--- config.mk ---
export PLATFORM = sky130hd
export DESIGN_NAME = ctrl_pipe_flat
export DESIGN_NICKNAME = d
export VERILOG_FILES = /design/src/rtl/ctrl_pipe_pkg.sv /design/src/rtl/ctrl_pipe_if.sv /design/src/rtl/ctrl_decode.sv /design/src/rtl/ctrl_pipe.sv /design/src/flat_wrapper.sv
export SDC_FILE = /design/constraint.sdc
export NUM_CORES = 1
export LEC_CHECK = 0
export ABC_AREA = 1
export ABC_CLOCK_PERIOD_IN_PS = 5200
export CAP_MARGIN = 20
export CORE_AREA = 2 2 81 83
export DETAILED_ROUTE_END_ITERATION = 8
export DIE_AREA = 0 0 83 85
export GPL_TIMING_DRIVEN = 0
export MAX_ROUTING_LAYER = met4
export PLACE_DENSITY = 0.82
export SETUP_SLACK_MARGIN = 0.02
export SLEW_MARGIN = 20
export SYNTH_ARGS = -nofsm -noshare
export SYNTH_HDL_FRONTEND = slang
export SYNTH_SLANG_ARGS = --single-unit
--- constraint.sdc ---
create_clock -name clk -period 5.2 [get_ports clk]
set_clock_uncertainty 0.1 [all_clocks]
set_input_delay 0.52 -clock clk [delete_from_list [all_inputs] [get_ports clk]]
set_output_delay 0.52 -clock clk [all_outputs]
set_load 0.1 [all_outputs]
--- src/rtl/ctrl_pipe_pkg.sv ---
// Shared encodings for the pipelined control unit: opcodes, ALU/extend/branch
// codes and the control bundles carried through ID/EX, EX/MEM and MEM/WB.
package ctrl_pipe_pkg;

   localparam logic [5:0] OP_RTYPE = 6'h00;
   localparam logic [5:0] OP_J     = 6'h02;
   localparam logic [5:0] OP_JAL   = 6'h03;
   localparam logic [5:0] OP_BEQ   = 6'h04;
   localparam logic [5:0] OP_BNE   = 6'h05;
   localparam logic [5:0] OP_ADDI  = 6'h08;
   localparam logic [5:0] OP_SLTI  = 6'h0A;
   localparam logic [5:0] OP_ORI   = 6'h0D;
   localparam logic [5:0] OP_LW    = 6'h23;
   localparam logic [5:0] OP_SW    = 6'h2B;

   localparam logic [5:0] FN_ADD = 6'h20;
   localparam logic [5:0] FN_SUB = 6'h22;
   localparam logic [5:0] FN_AND = 6'h24;
   localparam logic [5:0] FN_OR  = 6'h25;
   localparam logic [5:0] FN_NOR = 6'h27;
   localparam logic [5:0] FN_SLT = 6'h2A;

   typedef enum logic [2:0] {
      ALU_ADD = 3'd0,
      ALU_SUB = 3'd1,
      ALU_AND = 3'd2,
      ALU_OR  = 3'd3,
      ALU_NOR = 3'd4,
      ALU_SLT = 3'd5
   } aluop_t;

   typedef enum logic [1:0] {
      EXT_ZERO   = 2'd0,
      EXT_SIGNED = 2'd1,
      EXT_LUI    = 2'd2
   } extop_t;

   typedef enum logic [1:0] {
      BR_NONE = 2'd0,
      BR_EQ   = 2'd1,
      BR_NE   = 2'd2
   } branch_t;

   typedef struct packed {
      aluop_t  aluop;
      logic    alusrc;
      extop_t  extop;
      branch_t branch;
      logic    jump;
      logic    memread;
      logic    memwrite;
      logic    regwrite;
      logic    memtoreg;
      logic    link;
      logic    illegal;
   } ctrl_t;

   typedef struct packed {
      logic memread;
      logic memwrite;
      logic regwrite;
      logic memtoreg;
      logic link;
   } mem_ctrl_t;

   typedef struct packed {
      logic regwrite;
      logic memtoreg;
      logic link;
   } wb_ctrl_t;

   localparam ctrl_t BUBBLE = '{
      aluop:    ALU_ADD,
      alusrc:   1'b0,
      extop:    EXT_ZERO,
      branch:   BR_NONE,
      jump:     1'b0,
      memread:  1'b0,
      memwrite: 1'b0,
      regwrite: 1'b0,
      memtoreg: 1'b0,
      link:     1'b0,
      illegal:  1'b0
   };

   function automatic ctrl_t illegal_bundle();
      ctrl_t c;
      c = BUBBLE;
      c.illegal = 1'b1;
      return c;
   endfunction

endpackage

--- src/rtl/ctrl_pipe_if.sv ---
// Instruction-side inputs and per-stage control outputs of ctrl_pipe.
interface ctrl_pipe_if #(
   parameter int REG_AW = 5,
   parameter int CNT_W  = 16
);
   logic [31:0]       ins_id;
   logic              ins_valid;
   logic              flush;
   logic              ext_stall;
   logic              id_stall;
   logic [2:0]        ex_aluop;
   logic              ex_alusrc;
   logic [1:0]        ex_extop;
   logic [1:0]        ex_branch;
   logic              ex_jump;
   logic              ex_illegal;
   logic [REG_AW-1:0] ex_dst;
   logic [REG_AW-1:0] mem_dst;
   logic [REG_AW-1:0] wb_dst;
   logic              mem_memwrite;
   logic              mem_memread;
   logic              wb_regwrite;
   logic              wb_memtoreg;
   logic              wb_link;
   logic [CNT_W-1:0]  bubble_cnt;

   modport slave (
      input  ins_id, ins_valid, flush, ext_stall,
      output id_stall, ex_aluop, ex_alusrc, ex_extop, ex_branch, ex_jump,
             ex_illegal, ex_dst, mem_dst, wb_dst, mem_memwrite, mem_memread,
             wb_regwrite, wb_memtoreg, wb_link, bubble_cnt
   );

   modport master (
      output ins_id, ins_valid, flush, ext_stall,
      input  id_stall, ex_aluop, ex_alusrc, ex_extop, ex_branch, ex_jump,
             ex_illegal, ex_dst, mem_dst, wb_dst, mem_memwrite, mem_memread,
             wb_regwrite, wb_memtoreg, wb_link, bubble_cnt
   );
endinterface

--- src/rtl/ctrl_decode.sv ---
// Combinational instruction decoder: control bundle, destination register
// and which source registers the instruction actually reads.
module ctrl_decode
   import ctrl_pipe_pkg::*;
#(
   parameter int EXT_ISA = 1,
   parameter int REG_AW  = 5
) (
   input  logic [31:0]       ins,
   output ctrl_t             ctrl,
   output logic [REG_AW-1:0] dst,
   output logic [REG_AW-1:0] rs,
   output logic [REG_AW-1:0] rt,
   output logic              uses_rs,
   output logic              uses_rt
);
   logic [5:0]        opcode_s;
   logic [5:0]        funct_s;
   logic [REG_AW-1:0] rd_s;
   logic              legal_s;
   logic              ext_s;
   logic              unused_shamt;

   assign opcode_s     = ins[31:26];
   assign funct_s      = ins[5:0];
   assign rs           = REG_AW'(ins[25:21]);
   assign rt           = REG_AW'(ins[20:16]);
   assign rd_s         = REG_AW'(ins[15:11]);
   assign ext_s        = (EXT_ISA != 0);
   assign unused_shamt = ^ins[10:6];

   // Opcode/funct decode; unknown or disabled encodings collapse to an illegal bubble
   always_comb begin
      ctrl    = BUBBLE;
      dst     = {REG_AW{1'b0}};
      uses_rs = 1'b0;
      uses_rt = 1'b0;
      legal_s = 1'b1;
      case (opcode_s)
         OP_RTYPE: begin
            uses_rs       = 1'b1;
            uses_rt       = 1'b1;
            ctrl.regwrite = 1'b1;
            dst           = rd_s;
            case (funct_s)
               FN_ADD:  ctrl.aluop = ALU_ADD;
               FN_SUB:  begin
                  ctrl.aluop = ALU_SUB;
                  legal_s    = ext_s;
               end
               FN_AND:  ctrl.aluop = ALU_AND;
               FN_OR:   ctrl.aluop = ALU_OR;
               FN_NOR:  ctrl.aluop = ALU_NOR;
               FN_SLT:  ctrl.aluop = ALU_SLT;
               default: legal_s = 1'b0;
            endcase
         end
         OP_LW: begin
            uses_rs       = 1'b1;
            ctrl.alusrc   = 1'b1;
            ctrl.extop    = EXT_SIGNED;
            ctrl.memread  = 1'b1;
            ctrl.regwrite = 1'b1;
            ctrl.memtoreg = 1'b1;
            dst           = rt;
         end
         OP_SW: begin
            uses_rs       = 1'b1;
            uses_rt       = 1'b1;
            ctrl.alusrc   = 1'b1;
            ctrl.extop    = EXT_SIGNED;
            ctrl.memwrite = 1'b1;
         end
         OP_BEQ: begin
            uses_rs     = 1'b1;
            uses_rt     = 1'b1;
            ctrl.aluop  = ALU_SUB;
            ctrl.branch = BR_EQ;
         end
         OP_BNE: begin
            uses_rs     = 1'b1;
            uses_rt     = 1'b1;
            ctrl.aluop  = ALU_SUB;
            ctrl.branch = BR_NE;
            legal_s     = ext_s;
         end
         OP_J: ctrl.jump = 1'b1;
         OP_JAL: begin
            ctrl.jump     = 1'b1;
            ctrl.link     = 1'b1;
            ctrl.regwrite = 1'b1;
            dst           = REG_AW'(5'd31);
            legal_s       = ext_s;
         end
         OP_ADDI, OP_SLTI, OP_ORI: begin
            uses_rs       = 1'b1;
            ctrl.alusrc   = 1'b1;
            ctrl.regwrite = 1'b1;
            dst           = rt;
            legal_s       = ext_s;
            if (opcode_s == OP_ORI) begin
               ctrl.aluop = ALU_OR;
               ctrl.extop = EXT_ZERO;
            end else begin
               ctrl.aluop = (opcode_s == OP_SLTI) ? ALU_SLT : ALU_ADD;
               ctrl.extop = EXT_SIGNED;
            end
         end
         default: legal_s = 1'b0;
      endcase
      if (!legal_s) begin
         ctrl    = illegal_bundle();
         dst     = {REG_AW{1'b0}};
         uses_rs = 1'b0;
         uses_rt = 1'b0;
      end else begin
         ctrl.illegal = 1'b0;
      end
   end

endmodule

--- src/rtl/ctrl_pipe.sv ---
// Pipelined control unit: decodes the ID instruction, carries controls through
// ID/EX, EX/MEM and MEM/WB, inserts load-use bubbles and counts them.
module ctrl_pipe
   import ctrl_pipe_pkg::*;
#(
   parameter int EXT_ISA = 1,
   parameter int REG_AW  = 5,
   parameter int CNT_W   = 16
) (
   input  logic      clk,
   input  logic      rst_n,
   ctrl_pipe_if.slave bus
);
   localparam logic [REG_AW-1:0] REG_ZERO = {REG_AW{1'b0}};
   localparam logic [CNT_W-1:0]  CNT_MAX  = {CNT_W{1'b1}};

   ctrl_t             dec_ctrl_s;
   logic [REG_AW-1:0] dec_dst_s;
   logic [REG_AW-1:0] rs_s;
   logic [REG_AW-1:0] rt_s;
   logic              uses_rs_s;
   logic              uses_rt_s;
   logic              hazard_s;

   ctrl_t             ex_ctrl_r,  ex_ctrl_s;
   logic [REG_AW-1:0] ex_dst_r,   ex_dst_s;
   mem_ctrl_t         mem_ctrl_r, mem_ctrl_s;
   logic [REG_AW-1:0] mem_dst_r,  mem_dst_s;
   wb_ctrl_t          wb_ctrl_r,  wb_ctrl_s;
   logic [REG_AW-1:0] wb_dst_r,   wb_dst_s;
   logic [CNT_W-1:0]  cnt_r,      cnt_s;

   ctrl_decode #(
      .EXT_ISA (EXT_ISA),
      .REG_AW  (REG_AW)
   ) u_decode (
      .ins     (bus.ins_id),
      .ctrl    (dec_ctrl_s),
      .dst     (dec_dst_s),
      .rs      (rs_s),
      .rt      (rt_s),
      .uses_rs (uses_rs_s),
      .uses_rt (uses_rt_s)
   );

   // Load in EX writing a register the ID instruction reads; $0 never conflicts
   always_comb begin
      hazard_s = ex_ctrl_r.memread & (ex_dst_r != REG_ZERO) &
                 (((ex_dst_r == rs_s) & uses_rs_s) | ((ex_dst_r == rt_s) & uses_rt_s));
   end

   assign bus.id_stall = bus.ext_stall | (hazard_s & ~bus.flush);

   // Next-state for every pipeline stage and the bubble counter
   always_comb begin
      ex_ctrl_s  = ex_ctrl_r;
      ex_dst_s   = ex_dst_r;
      mem_ctrl_s = mem_ctrl_r;
      mem_dst_s  = mem_dst_r;
      wb_ctrl_s  = wb_ctrl_r;
      wb_dst_s   = wb_dst_r;
      cnt_s      = cnt_r;
      if (bus.ext_stall) begin
         cnt_s = cnt_r;
      end else begin
         mem_ctrl_s = '{memread:  ex_ctrl_r.memread,  memwrite: ex_ctrl_r.memwrite,
                        regwrite: ex_ctrl_r.regwrite, memtoreg: ex_ctrl_r.memtoreg,
                        link:     ex_ctrl_r.link};
         mem_dst_s  = ex_dst_r;
         wb_ctrl_s  = '{regwrite: mem_ctrl_r.regwrite, memtoreg: mem_ctrl_r.memtoreg,
                        link:     mem_ctrl_r.link};
         wb_dst_s   = mem_dst_r;
         ex_ctrl_s  = BUBBLE;
         ex_dst_s   = REG_ZERO;
         if (bus.flush) begin
            cnt_s = cnt_r;
         end else if (hazard_s) begin
            cnt_s = (cnt_r == CNT_MAX) ? cnt_r : cnt_r + CNT_W'(1);
         end else if (bus.ins_valid) begin
            ex_ctrl_s = dec_ctrl_s;
            ex_dst_s  = dec_dst_s;
         end else begin
            cnt_s = cnt_r;
         end
      end
   end

   // Stage registers, all cleared to bubble on reset
   always_ff @(posedge clk or negedge rst_n) begin
      if (!rst_n) begin
         ex_ctrl_r  <= BUBBLE;
         ex_dst_r   <= REG_ZERO;
         mem_ctrl_r <= '0;
         mem_dst_r  <= REG_ZERO;
         wb_ctrl_r  <= '0;
         wb_dst_r   <= REG_ZERO;
         cnt_r      <= {CNT_W{1'b0}};
      end else begin
         ex_ctrl_r  <= ex_ctrl_s;
         ex_dst_r   <= ex_dst_s;
         mem_ctrl_r <= mem_ctrl_s;
         mem_dst_r  <= mem_dst_s;
         wb_ctrl_r  <= wb_ctrl_s;
         wb_dst_r   <= wb_dst_s;
         cnt_r      <= cnt_s;
      end
   end

   assign bus.ex_aluop     = ex_ctrl_r.aluop;
   assign bus.ex_alusrc    = ex_ctrl_r.alusrc;
   assign bus.ex_extop     = ex_ctrl_r.extop;
   assign bus.ex_branch    = ex_ctrl_r.branch;
   assign bus.ex_jump      = ex_ctrl_r.jump;
   assign bus.ex_illegal   = ex_ctrl_r.illegal;
   assign bus.ex_dst       = ex_dst_r;
   assign bus.mem_memwrite = mem_ctrl_r.memwrite;
   assign bus.mem_memread  = mem_ctrl_r.memread;
   assign bus.mem_dst      = mem_dst_r;
   assign bus.wb_regwrite  = wb_ctrl_r.regwrite;
   assign bus.wb_memtoreg  = wb_ctrl_r.memtoreg;
   assign bus.wb_link      = wb_ctrl_r.link;
   assign bus.wb_dst       = wb_dst_r;
   assign bus.bubble_cnt   = cnt_r;

endmodule

--- src/flat_wrapper.sv ---
// flat-port wrapper written by rule: the top's interface ports become plain ports
module ctrl_pipe_flat import ctrl_pipe_pkg::*;
#(
   parameter int EXT_ISA = 1,
   parameter int REG_AW  = 5,
   parameter int CNT_W   = 16
)
  (clk, rst_n, bus_ins_id, bus_ins_valid, bus_flush, bus_ext_stall, bus_id_stall, bus_ex_aluop, bus_ex_alusrc, bus_ex_extop, bus_ex_branch, bus_ex_jump, bus_ex_illegal, bus_ex_dst, bus_mem_dst, bus_wb_dst, bus_mem_memwrite, bus_mem_memread, bus_wb_regwrite, bus_wb_memtoreg, bus_wb_link, bus_bubble_cnt);
  ctrl_pipe_if #(.REG_AW(REG_AW), .CNT_W(CNT_W)) bus_i ();
  input  logic clk;
  input  logic rst_n;
  input wire logic [$bits(bus_i.ins_id)-1:0] bus_ins_id;
  input wire logic [$bits(bus_i.ins_valid)-1:0] bus_ins_valid;
  input wire logic [$bits(bus_i.flush)-1:0] bus_flush;
  input wire logic [$bits(bus_i.ext_stall)-1:0] bus_ext_stall;
  output wire logic [$bits(bus_i.id_stall)-1:0] bus_id_stall;
  output wire logic [$bits(bus_i.ex_aluop)-1:0] bus_ex_aluop;
  output wire logic [$bits(bus_i.ex_alusrc)-1:0] bus_ex_alusrc;
  output wire logic [$bits(bus_i.ex_extop)-1:0] bus_ex_extop;
  output wire logic [$bits(bus_i.ex_branch)-1:0] bus_ex_branch;
  output wire logic [$bits(bus_i.ex_jump)-1:0] bus_ex_jump;
  output wire logic [$bits(bus_i.ex_illegal)-1:0] bus_ex_illegal;
  output wire logic [$bits(bus_i.ex_dst)-1:0] bus_ex_dst;
  output wire logic [$bits(bus_i.mem_dst)-1:0] bus_mem_dst;
  output wire logic [$bits(bus_i.wb_dst)-1:0] bus_wb_dst;
  output wire logic [$bits(bus_i.mem_memwrite)-1:0] bus_mem_memwrite;
  output wire logic [$bits(bus_i.mem_memread)-1:0] bus_mem_memread;
  output wire logic [$bits(bus_i.wb_regwrite)-1:0] bus_wb_regwrite;
  output wire logic [$bits(bus_i.wb_memtoreg)-1:0] bus_wb_memtoreg;
  output wire logic [$bits(bus_i.wb_link)-1:0] bus_wb_link;
  output wire logic [$bits(bus_i.bubble_cnt)-1:0] bus_bubble_cnt;
  assign bus_i.ins_id = bus_ins_id;
  assign bus_i.ins_valid = bus_ins_valid;
  assign bus_i.flush = bus_flush;
  assign bus_i.ext_stall = bus_ext_stall;
  assign bus_id_stall = bus_i.id_stall;
  assign bus_ex_aluop = bus_i.ex_aluop;
  assign bus_ex_alusrc = bus_i.ex_alusrc;
  assign bus_ex_extop = bus_i.ex_extop;
  assign bus_ex_branch = bus_i.ex_branch;
  assign bus_ex_jump = bus_i.ex_jump;
  assign bus_ex_illegal = bus_i.ex_illegal;
  assign bus_ex_dst = bus_i.ex_dst;
  assign bus_mem_dst = bus_i.mem_dst;
  assign bus_wb_dst = bus_i.wb_dst;
  assign bus_mem_memwrite = bus_i.mem_memwrite;
  assign bus_mem_memread = bus_i.mem_memread;
  assign bus_wb_regwrite = bus_i.wb_regwrite;
  assign bus_wb_memtoreg = bus_i.wb_memtoreg;
  assign bus_wb_link = bus_i.wb_link;
  assign bus_bubble_cnt = bus_i.bubble_cnt;
  ctrl_pipe #(.EXT_ISA(EXT_ISA), .REG_AW(REG_AW), .CNT_W(CNT_W)) u_core (.clk(clk), .rst_n(rst_n), .bus(bus_i));
endmodule
==> impl_metrics.toml, run 1 <==
[outcome]
status = "complete, no violations"

[global_routing]
grtUsageMet2_pct = 35.0
antenna_found_initial = 0
grtUsageMet1_pct = 33.5
grt_pass1_vias = 2818
grt_pass1_wl_um = 13200
gr-usage-met3_pct = 2.14
grt.busiest_layer = "met2"
grt_start_max_net_pins = 52
overflow = 0
track_usage_pct = 23.2

[synthesis]
synth-xor-area-share_pct = 4.91
async_flop_share_pct = 100
post_synth_fa_ha_maj_area_fraction_pct = 0.412
ys_seq_area_share_pct = 42.1
synth-simple-area-share_pct = 36.0
ys_types = 32
syn_avg_cell_area_um2 = 7.28
syn_nets = 455
synth_top_family_by_area = "simple AND/OR/NAND/NOR gates"
ys_ff_latch = 51
synth-compound-area-share_pct = 7.09
synth_area_um2 = 3030
synthFlopType = "dfrtp_1"
synth-edff-count = 0
syn_inst = 417
yosysWarnings = 0
muxShareOfSynthArea_pct = 0

[timing]
grt_setup_unrepaired = "no"
slew_violations = 0
period_needed_ps = 4120
worst_pin_slew_ps = 975
setup_viol = 0
finalWorstSetupSlack_ps = 1080
period_share_pct = 79.2
setup_tns_ps = 0
hold_viol = 0
fmax_mhz = 243
maxSlewHeadroom_pct = 34.8

[floorplan]
ios = 84
num_rows = 29
start_util_pct = 48.9
dieWidth_um = 83
die_area_um2 = 7060
core_area_um2 = 6200
die_h_um = 85

[placed_design]
portBuffers = 76
finalWeightedCongestion = 0.927
place_inst = 570
place_ws_ps = 1090
hpwl_um = 5990

[layout]
finalNonFillerCells = 578
drive_above_1_share_pct = 6.59
n_antenna_cell = 0
nNetsFinal = 538
syn_to_final_growth_pct = 32.0

[job]
cap_violations = 0

[critical_path]
crit_start = "bus_ins_id[31]"
r2r-end = "u_core.bus.bubble_cnt[12]"
end_kind = "output port"
critPathArrivalTime_ps = 3500
rrSetupSlack_ps = 2920
cp_max_fo = 9
r2r-start = "u_core.bus.bubble_cnt[0]"
cp-start-kind = "primary input"
path_class = "primary input to output port"
r2r_cells = 7
crit_required_ps = 4580

[drt]
routed_wirelength_um = 7750
drc = 0
post_drt_via_cell_ratio = 5.13
first_pass_iters = 5
drtIter0Drc = 190
wire_per_inst_um = 13.4
route.vias.total = 2964
ant_nets = 0

[clocking]
cts_sinks = 51
clockBufferDepth = 2
cts_resized = 0
path_clk_slew_ps = 90
cts_hold_buf = 0
root_buffer = "clkbuf_8"
numCtsBuffers = 5
post_cts_buffers = 0
htree_levels = 2
insertion_delay_ps = 310
tritoncts = "built"

[power]
p_leak_nw = 1.96
ir_drop_mv = 0.144
power_mw = 0.775
p_per_area_nw_per_um2 = 194

[min_path]
hp-class = "primary input to asynchronous set/reset pin"
-- worst max-delay path, stage by stage --
cell and delay [ps]:
clkdlybuf4s50_1 550, inv_1 90, nor2_1 160, nand3_1 220
nand2_1 110, nor2_1 50, nor2_2 140, inv_1 60
nand2_1 80, nand3_2 170, o21ai_0 200, clkdlybuf4s50_1 1160
-- power breakdown --
group	total [mW]	switching [mW]	leakage [nW]	internal, mW
combinational	0.0933	0.0596	1.19	0.0337
clock	0.284	0.138	0.0548	0.145
sequential	0.398	0.000719	0.712	0.397
-- cells in the final DEF (no fill, tap or decap) --
cell             instances
a21oi_1                  4
a21oi_4                  1
a22oi_1                  1
a41oi_2                  1
buf_1                    1
buf_4                    9
buf_6                    1
bufinv_16                1
clkbuf_1                 6
clkbuf_8                 5
clkdlybuf4s50_1         75
clkinv_1                 3
clkinvlp_4               1
conb_1                   1
dfrtp_1                 51
ha_1                     1
inv_1                   45
inv_2                    2
inv_6                    1
nand2_1                139
nand2_2                  1
nand2_4                  1
nand3_1                 33
nand3_2                  1
nand3_4                  1
nand3b_1                 1
nand4_1                 23
nor2_1                  31
nor2_2                   5
nor2_4                   1
nor2_8                   1
nor3_1                   6
o21ai_0                 28
o221ai_1                 1
o22ai_1                  1
xnor2_1                  9
xor2_1                   8
-- worst max-delay path by stage --
stage / endpoint / cells past startpoint
global placement: bus_id_stall / 11
global route: bus_id_stall / 12
CTS: bus_id_stall / 12
floorplan: bus_id_stall / 10
finish: bus_id_stall / 12
detailed placement: bus_id_stall / 12
-- stage by stage --
stage / hold slack (ps) / cell area (um^2) / util, %
4_1_cts: 154 / 4000 / 64.5
2_1_floorplan: 124 / 3030 / -
6_report: 118 / 4000 / 64.5
5_1_grt: 174 / 4000 / 64.5
3_3_place_gp: 359 / 3890 / 62.7
3_5_place_dp: 358 / 3890 / 62.7
-- Yosys cell counts (2+ instances only) --
library cell | n | area (um^2)
nand3_1 | 33 | 165
clkbuf_1 | 6 | 22.5
xnor2_1 | 9 | 78.8
o21ai_0 | 28 | 140
inv_2 | 2 | 7.51
inv_1 | 45 | 169
clkinv_1 | 3 | 11.3
nor2_2 | 5 | 31.3
dfrtp_1 | 51 | 1280
a21oi_1 | 4 | 20.0
nor3_1 | 6 | 30.0
xor2_1 | 8 | 70.1
nor2_1 | 31 | 116
nand4_1 | 23 | 144
buf_4 | 8 | 60.1
nand2_1 | 139 | 522
-- metal layers --
layer	vias to the layer above	part of all wire, %
met3	9	5.7
met1	1362	46
met2	99	47
li1	1494	-
met4	0	1.2
met5	-	0
-- registers in the layout, summed over array words and instances, names as in the netlist --
name and cells:
u_core.bus.wb_dst 5, u_core.bus.ex_dst 5, u_core.mem_ctrl_r 2, u_core.bus.bubble_cnt 16, u_core.bus.mem_memwrite 1, u_core.bus.ex_alusrc 1, u_core.bus.wb_link 1, u_core.bus.ex_branch 2
u_core.bus.mem_memread 1, u_core.bus.ex_extop 1, u_core.bus.ex_illegal 1, u_core.bus.ex_jump 1, u_core.ex_ctrl_r 4, u_core.bus.wb_regwrite 1, u_core.bus.wb_memtoreg 1, u_core.bus.ex_aluop 3
u_core.bus.mem_dst 5
-- cell families (layout without fill, tap and decap cells) --
kind of cell | after synthesis | in the layout
compound gates | 37 | 37
xor+xnor | 17 | 17
fa+ha+maj | 1 | 1
buf+inv | 66 | 150
flops | 51 | 51
other cells | 1 | 1
simple gates | 244 | 244
-- cell type report --
type                       instances  area, um^2
tap                               77        96.3
multi-input combinational        300        1470
fill                             538        2200
buffer                            16        97.6
clock buffer                       5        68.8
clock inverter                     3        46.3
inverter                          50         188
timing repair buffer              76         758
sequential                        51        1280
Note: power is estimated with default switching activity, not from simulation.
==> run 2, diff against run 1 <==
ABC_CLOCK_PERIOD_IN_PS = 4150   (was 5200)
CORE_AREA = 2 2 83 85   (was 2 2 81 83)
DIE_AREA = 0 0 85 87   (was 0 0 83 85)
PLACE_DENSITY = 0.78   (was 0.82)
clock period = 4.15 ns   (was 5.2 ns; I/O delays follow)
==> impl_metrics.toml, run 2 (synthesis gave the netlist of run 1 again) <==
[power]
ir_drop_mv = 0.137
p_per_area_nw_per_um2 = 253
p_leak_nw = 1.97
power_mw = 1.02

[global_routing]
antenna_found_initial = 0
track_usage_pct = 21.9
grt_pass1_vias = 2904
grt_pass1_wl_um = 13000
overflow = 0
grt_start_max_net_pins = 52

[floorplan]
ios = 84
core_area_um2 = 6570
die_h_um = 87
num_rows = 30
start_util_pct = 46.2
dieWidth_um = 85
die_area_um2 = 7400

[timing]
hold_viol = 0
period_share_pct = 93.3
slew_violations = 0
whs_ps = 23.5
fmax_mhz = 258
maxSlewHeadroom_pct = 34.6
worst_pin_slew_ps = 977
setup_viol = 0
setup_tns_ps = 0
period_needed_ps = 3870
grt_setup_unrepaired = "no"

[critical_path]
slowest_stage = "clkdlybuf4s50_1"
path_class = "primary input to output port"
cp-start-kind = "primary input"
crit_required_ps = 3630
end_kind = "output port"
slowest_delay_ps = 1150
rrSetupSlack_ps = 1850
r2r_cells = 7
cp_max_fo = 9
r2r-start = "u_core.bus.bubble_cnt[0]"
cpMostUsedCell = "nand2_1"
crit_chain = "clkdlybuf4s50_1, nor2_2, nand3_1, nand2_1, nor2_1, nand2_1, nand2_1, nand2_1, nand3_2, o21ai_1, clkdlybuf4s50_1"
critPathArrivalTime_ps = 3360
r2r-end = "u_core.bus.bubble_cnt[4]"

[job]
cap_violations = 0

[layout]
nFillCells = 573
drive_above_1_share_pct = 6.59
nNetsFinal = 538
syn_to_final_growth_pct = 32.8
layout_commonest_cell = "nand2_1"
largest_reg_flops = 16
n_antenna_cell = 0
final_cell_mix = "nand2_1, clkdlybuf4s50_1, dfrtp_1"

[drt]
drtIter0Drc = 232
wire_per_inst_um = 13.3
ant_nets = 0
drc = 0
route.vias.total = 2995
first_pass_iters = 5
routed_wirelength_um = 7720
post_drt_via_cell_ratio = 5.15

[placed_design]
hpwl_um = 5990
portBuffers = 76
finalWeightedCongestion = 0.933

[clocking]
post_cts_buffers = 0
tritoncts = "built"
cts_hold_buf = 0
clockBufferDepth = 2
cts_sinks = 51
root_buffer = "clkbuf_8"
numCtsBuffers = 5
path_clk_slew_ps = 90
cts_resized = 0
htree_levels = 2
insertion_delay_ps = 300

[outcome]
status = "complete, no violations"

[min_path]
hp-class = "primary input to asynchronous set/reset pin"
==> run 2: critical path: cells and delay by family <==
family	cells	cell delay, ps
simple gates	8	1080
buf+inv	2	1680
compound gates	1	180
==> run 2: worst max path at each step <==
stage                                     from            to  slack (ps)  cells past startpoint
after floorplan           u_core.bus.ex_dst[3]  bus_id_stall         370                     10
after global placement          bus_ins_id[28]  bus_id_stall         350                     11
after detailed placement        bus_ins_id[28]  bus_id_stall         300                     11
after CTS                       bus_ins_id[28]  bus_id_stall         300                     11
after global routing            bus_ins_id[31]  bus_id_stall          90                     11
final                           bus_ins_id[28]  bus_id_stall         280                     11
==> run 2: report_power, final <==
group / internal [mW] / switching (mW) / total [mW]
registers: 0.498 / 0.000928 / 0.499
logic: 0.0423 / 0.0745 / 0.117
clock network: 0.240 / 0.164 / 0.405
total: 0.780 / 0.240 / 1.02
==> run 2: per-layer routing <==
metal	wire [um]	track usage [%]
met1	3520	29.1
met2	3650	34.9
met3	363	2.46
met4	185	7.65
met5	0	-
==> run 2: through the flow <==
stage	instances	util, %	setup WS, ps	area [um^2]
6_report	581	61.3	279	4030
3_3_place_gp	573	59.3	348	3890
3_5_place_dp	573	59.3	303	3890
4_1_cts	581	61.3	295	4030
5_1_grt	581	61.3	91.4	4030
2_1_floorplan	417	-	375	3030
==> run 2: final cells by class <==
cell class / instances / area [um^2] / area share, %
clock inverters: 3 / 67.6 / 1.68
clock buffers: 5 / 68.8 / 1.71
well taps: 80 / 100 / 2.48
repair buffers: 76 / 758 / 18.8
plain buffers: 16 / 97.6 / 2.42
multi-input cells: 300 / 1470 / 36.6
flip-flops and latches: 51 / 1280 / 31.7
inverters: 50 / 188 / 4.66
==> run 3, diff against run 2 <==
CTS_CLUSTER_DIAMETER = 200   (was unset)
==> results of run 3 <==
No change in the layout: final DEF, timing and power equal those of run 2.
==> variant: new RTL, settings of run 3 <==
`CNT_W` is set to 16 in 3 places; all go to 14.
--- a/src/rtl/ctrl_pipe_if.sv
+++ b/src/rtl/ctrl_pipe_if.sv
@@ -1,7 +1,7 @@
 // Instruction-side inputs and per-stage control outputs of ctrl_pipe.
 interface ctrl_pipe_if #(
    parameter int REG_AW = 5,
-   parameter int CNT_W  = 16
+   parameter int CNT_W  = 14
 );
    logic [31:0]       ins_id;
    logic              ins_valid;
--- a/src/rtl/ctrl_pipe.sv
+++ b/src/rtl/ctrl_pipe.sv
@@ -5,7 +5,7 @@
 #(
    parameter int EXT_ISA = 1,
    parameter int REG_AW  = 5,
-   parameter int CNT_W   = 16
+   parameter int CNT_W   = 14
 ) (
    input  logic      clk,
    input  logic      rst_n,
--- a/src/flat_wrapper.sv
+++ b/src/flat_wrapper.sv
@@ -3,7 +3,7 @@
 #(
    parameter int EXT_ISA = 1,
    parameter int REG_AW  = 5,
-   parameter int CNT_W   = 16
+   parameter int CNT_W   = 14
 )
   (clk, rst_n, bus_ins_id, bus_ins_valid, bus_flush, bus_ext_stall, bus_id_stall, bus_ex_aluop, bus_ex_alusrc, bus_ex_extop, bus_ex_branch, bus_ex_jump, bus_ex_illegal, bus_ex_dst, bus_mem_dst, bus_wb_dst, bus_mem_memwrite, bus_mem_memread, bus_wb_regwrite, bus_wb_memtoreg, bus_wb_link, bus_bubble_cnt);
   ctrl_pipe_if #(.REG_AW(REG_AW), .CNT_W(CNT_W)) bus_i ();
Interface: changed (resized bus_bubble_cnt); port bits go from 84 to 82. No check against the original RTL was run, so the function may have changed too.
==> variant against run 3 <==
- global-route usage shrank 1.4 points
- largest cell class unchanged
- via count shrank 5.0%
- die area is the same
- first-iteration DRC count shrank 44%
- power shrank 6.4%
- final cell count shrank 3.1%
- hold slack gained 360 ps
- sequential cell count shrank 2
- final area shrank 4.6%
- synthesized area shrank 5.9%
- worst setup slack gained 120 ps
- wire length shrank 6.5%
==> variant: results (changes against run 3) <==
status: "complete, no violations"  # unchanged
vias_per_cell: 5.05  # was 5.15
min_path_type: "reg2reg"  # was in2async
nNetsFinal: 520  # was 538
grtUsageTotal_pct: 20.5  # was 21.9%
dpl_cell_area_um2: 3710  # was 3890 um^2
dr.pass1.iters: 4  # was 5
place_congestion: 0.961  # was 0.933
wl_met3_um: 251  # was 363 um
synth_xor_area_share_pct: 0.920  # was 4.91%
wl_met2_um: 3530  # was 3650 um
yosysUniqueCellTypes: 36  # was 32
grt_use_met1_pct: 26.3  # was 29.1%
dp_hpwl_um: 5620  # was 5990 um
grt_max_degree: 34  # was 52
dp_slack_ps: 402  # was 303 ps
finalWirelength_um: 7220  # was 7720 um
highest-signal-layer: "met4"  # unchanged
synth_compound_area_share_pct: 8.37  # was 7.09%
synthAdderAreaFrac_pct: 0.438  # was 0.412%
ys_seq_area_share_pct: 42.9  # was 42.1%
p_leak_nw: 1.90  # was 1.97 nW
synthCells: 399  # was 417
use_met3_pct: 3.22  # was 2.46%
grt_pass1_wl_um: 12000  # was 13000 um
irDropWorstVdd_mv: 0.147  # was 0.137 mV
synthTopCellsByArea: "dfrtp_1 43%, nand2_1 17%, inv_1 6.8%, nand3_1 4.9%, nand4_1 4.2%"  # was dfrtp_1 42%, nand2_1 17%, inv_1 5.6%, nand3_1 5.4%, nand4_1 4.7%
drive_above_1_share_pct: 9.32  # was 6.59%
met2_usage_pct: 32.5  # was 34.9%
grt_pass1_vias: 2635  # was 2904
synthesis.nets: 437  # was 455
drt_iter0_markers: 130  # was 232
fillers: 603  # was 573
finalPower_mw: 0.955  # was 1.02 mW
arrival_ps: 3230  # was 3360 ps
post_drt_wl_per_cell_um: 12.8  # was 13.3 um
largest_reg_flops: 14  # was 16
synth_common_cells: "126 x nand2_1, 52 x inv_1, 49 x dfrtp_1, 28 x nand3_1, 27 x nor2_1"  # was 139 x nand2_1, 51 x dfrtp_1, 45 x inv_1, 33 x nand3_1, 31 x nor2_1
port-buffer-count: 74  # was 76
dp_cells: 554  # was 573
critPathMaxFanout: 7  # was 9
tightest_slew_ps: 1030  # was 977 ps
wl_met1_um: 3200  # was 3520 um
-- variant: kinds of logic after synthesis --
kind of cell / after synthesis
AND/OR/NAND/NOR: 224
buffers and inverters: 78
flip-flops: 49
AO/OA/AOI/OAI: 43
XOR/XNOR: 3
adder cells (fa/ha/maj): 1
other: 1
-- variant: layout make-up --
type	instances	area (um^2)	area share [%]
multi-input cells	272	1290	33.7
repair buffers	76	766	19.9
plain buffers	16	103	2.67
clock buffers	6	82.6	2.15
inverters	62	233	6.06
flip-flops and latches	49	1230	31.9
well taps	80	100	2.61
clock inverters	2	37.5	0.977
-- variant: worst paths after layout --
| kind | endpoint | cells past startpoint | slack, ps | from |
|---|---|---|---|---|
| max | bus_id_stall | 11 | 400 | bus_ins_id[31] |
| min | u_core.bus.wb_link | 2 | 380 | u_core.mem_ctrl_r[0] |
| max reg2reg | u_core.bus.bubble_cnt[4] | 9 | 1850 | u_core.bus.bubble_cnt[0] |
| min reg2reg | u_core.bus.wb_link | 2 | 380 | u_core.mem_ctrl_r[0] |
| max in group asynchronous | u_core.bus.mem_memwrite | 3 | 2980 | rst_n |
| min in group asynchronous | u_core.bus.bubble_cnt[10] | 2 | 460 | rst_n |
-- variant: repair_timing --
| item | 4_1_cts | 5_1_grt |
|---|---|---|
| hold endpoints to repair | 16 | 0 |
| hold buffers | 1 | 0 |
| resized for setup | 0 | 0 |
-- variant: worst max-delay path: stages --
cell	delay (ps)
clkdlybuf4s50_1	530
nor2_4	230
nand3_1	130
nand2_1	140
nor2_1	90
nand2_1	90
nand2_1	70
nand2_2	80
nand3_4	130
o21ai_1	150
clkdlybuf4s50_1	1180
-- variant: power breakdown --
group | switching, mW | leakage, nW | internal [mW]
Sequential | 0.000625 | 0.674 | 0.478
Clock | 0.162 | 0.0574 | 0.196
Combinational | 0.0742 | 1.17 | 0.0443
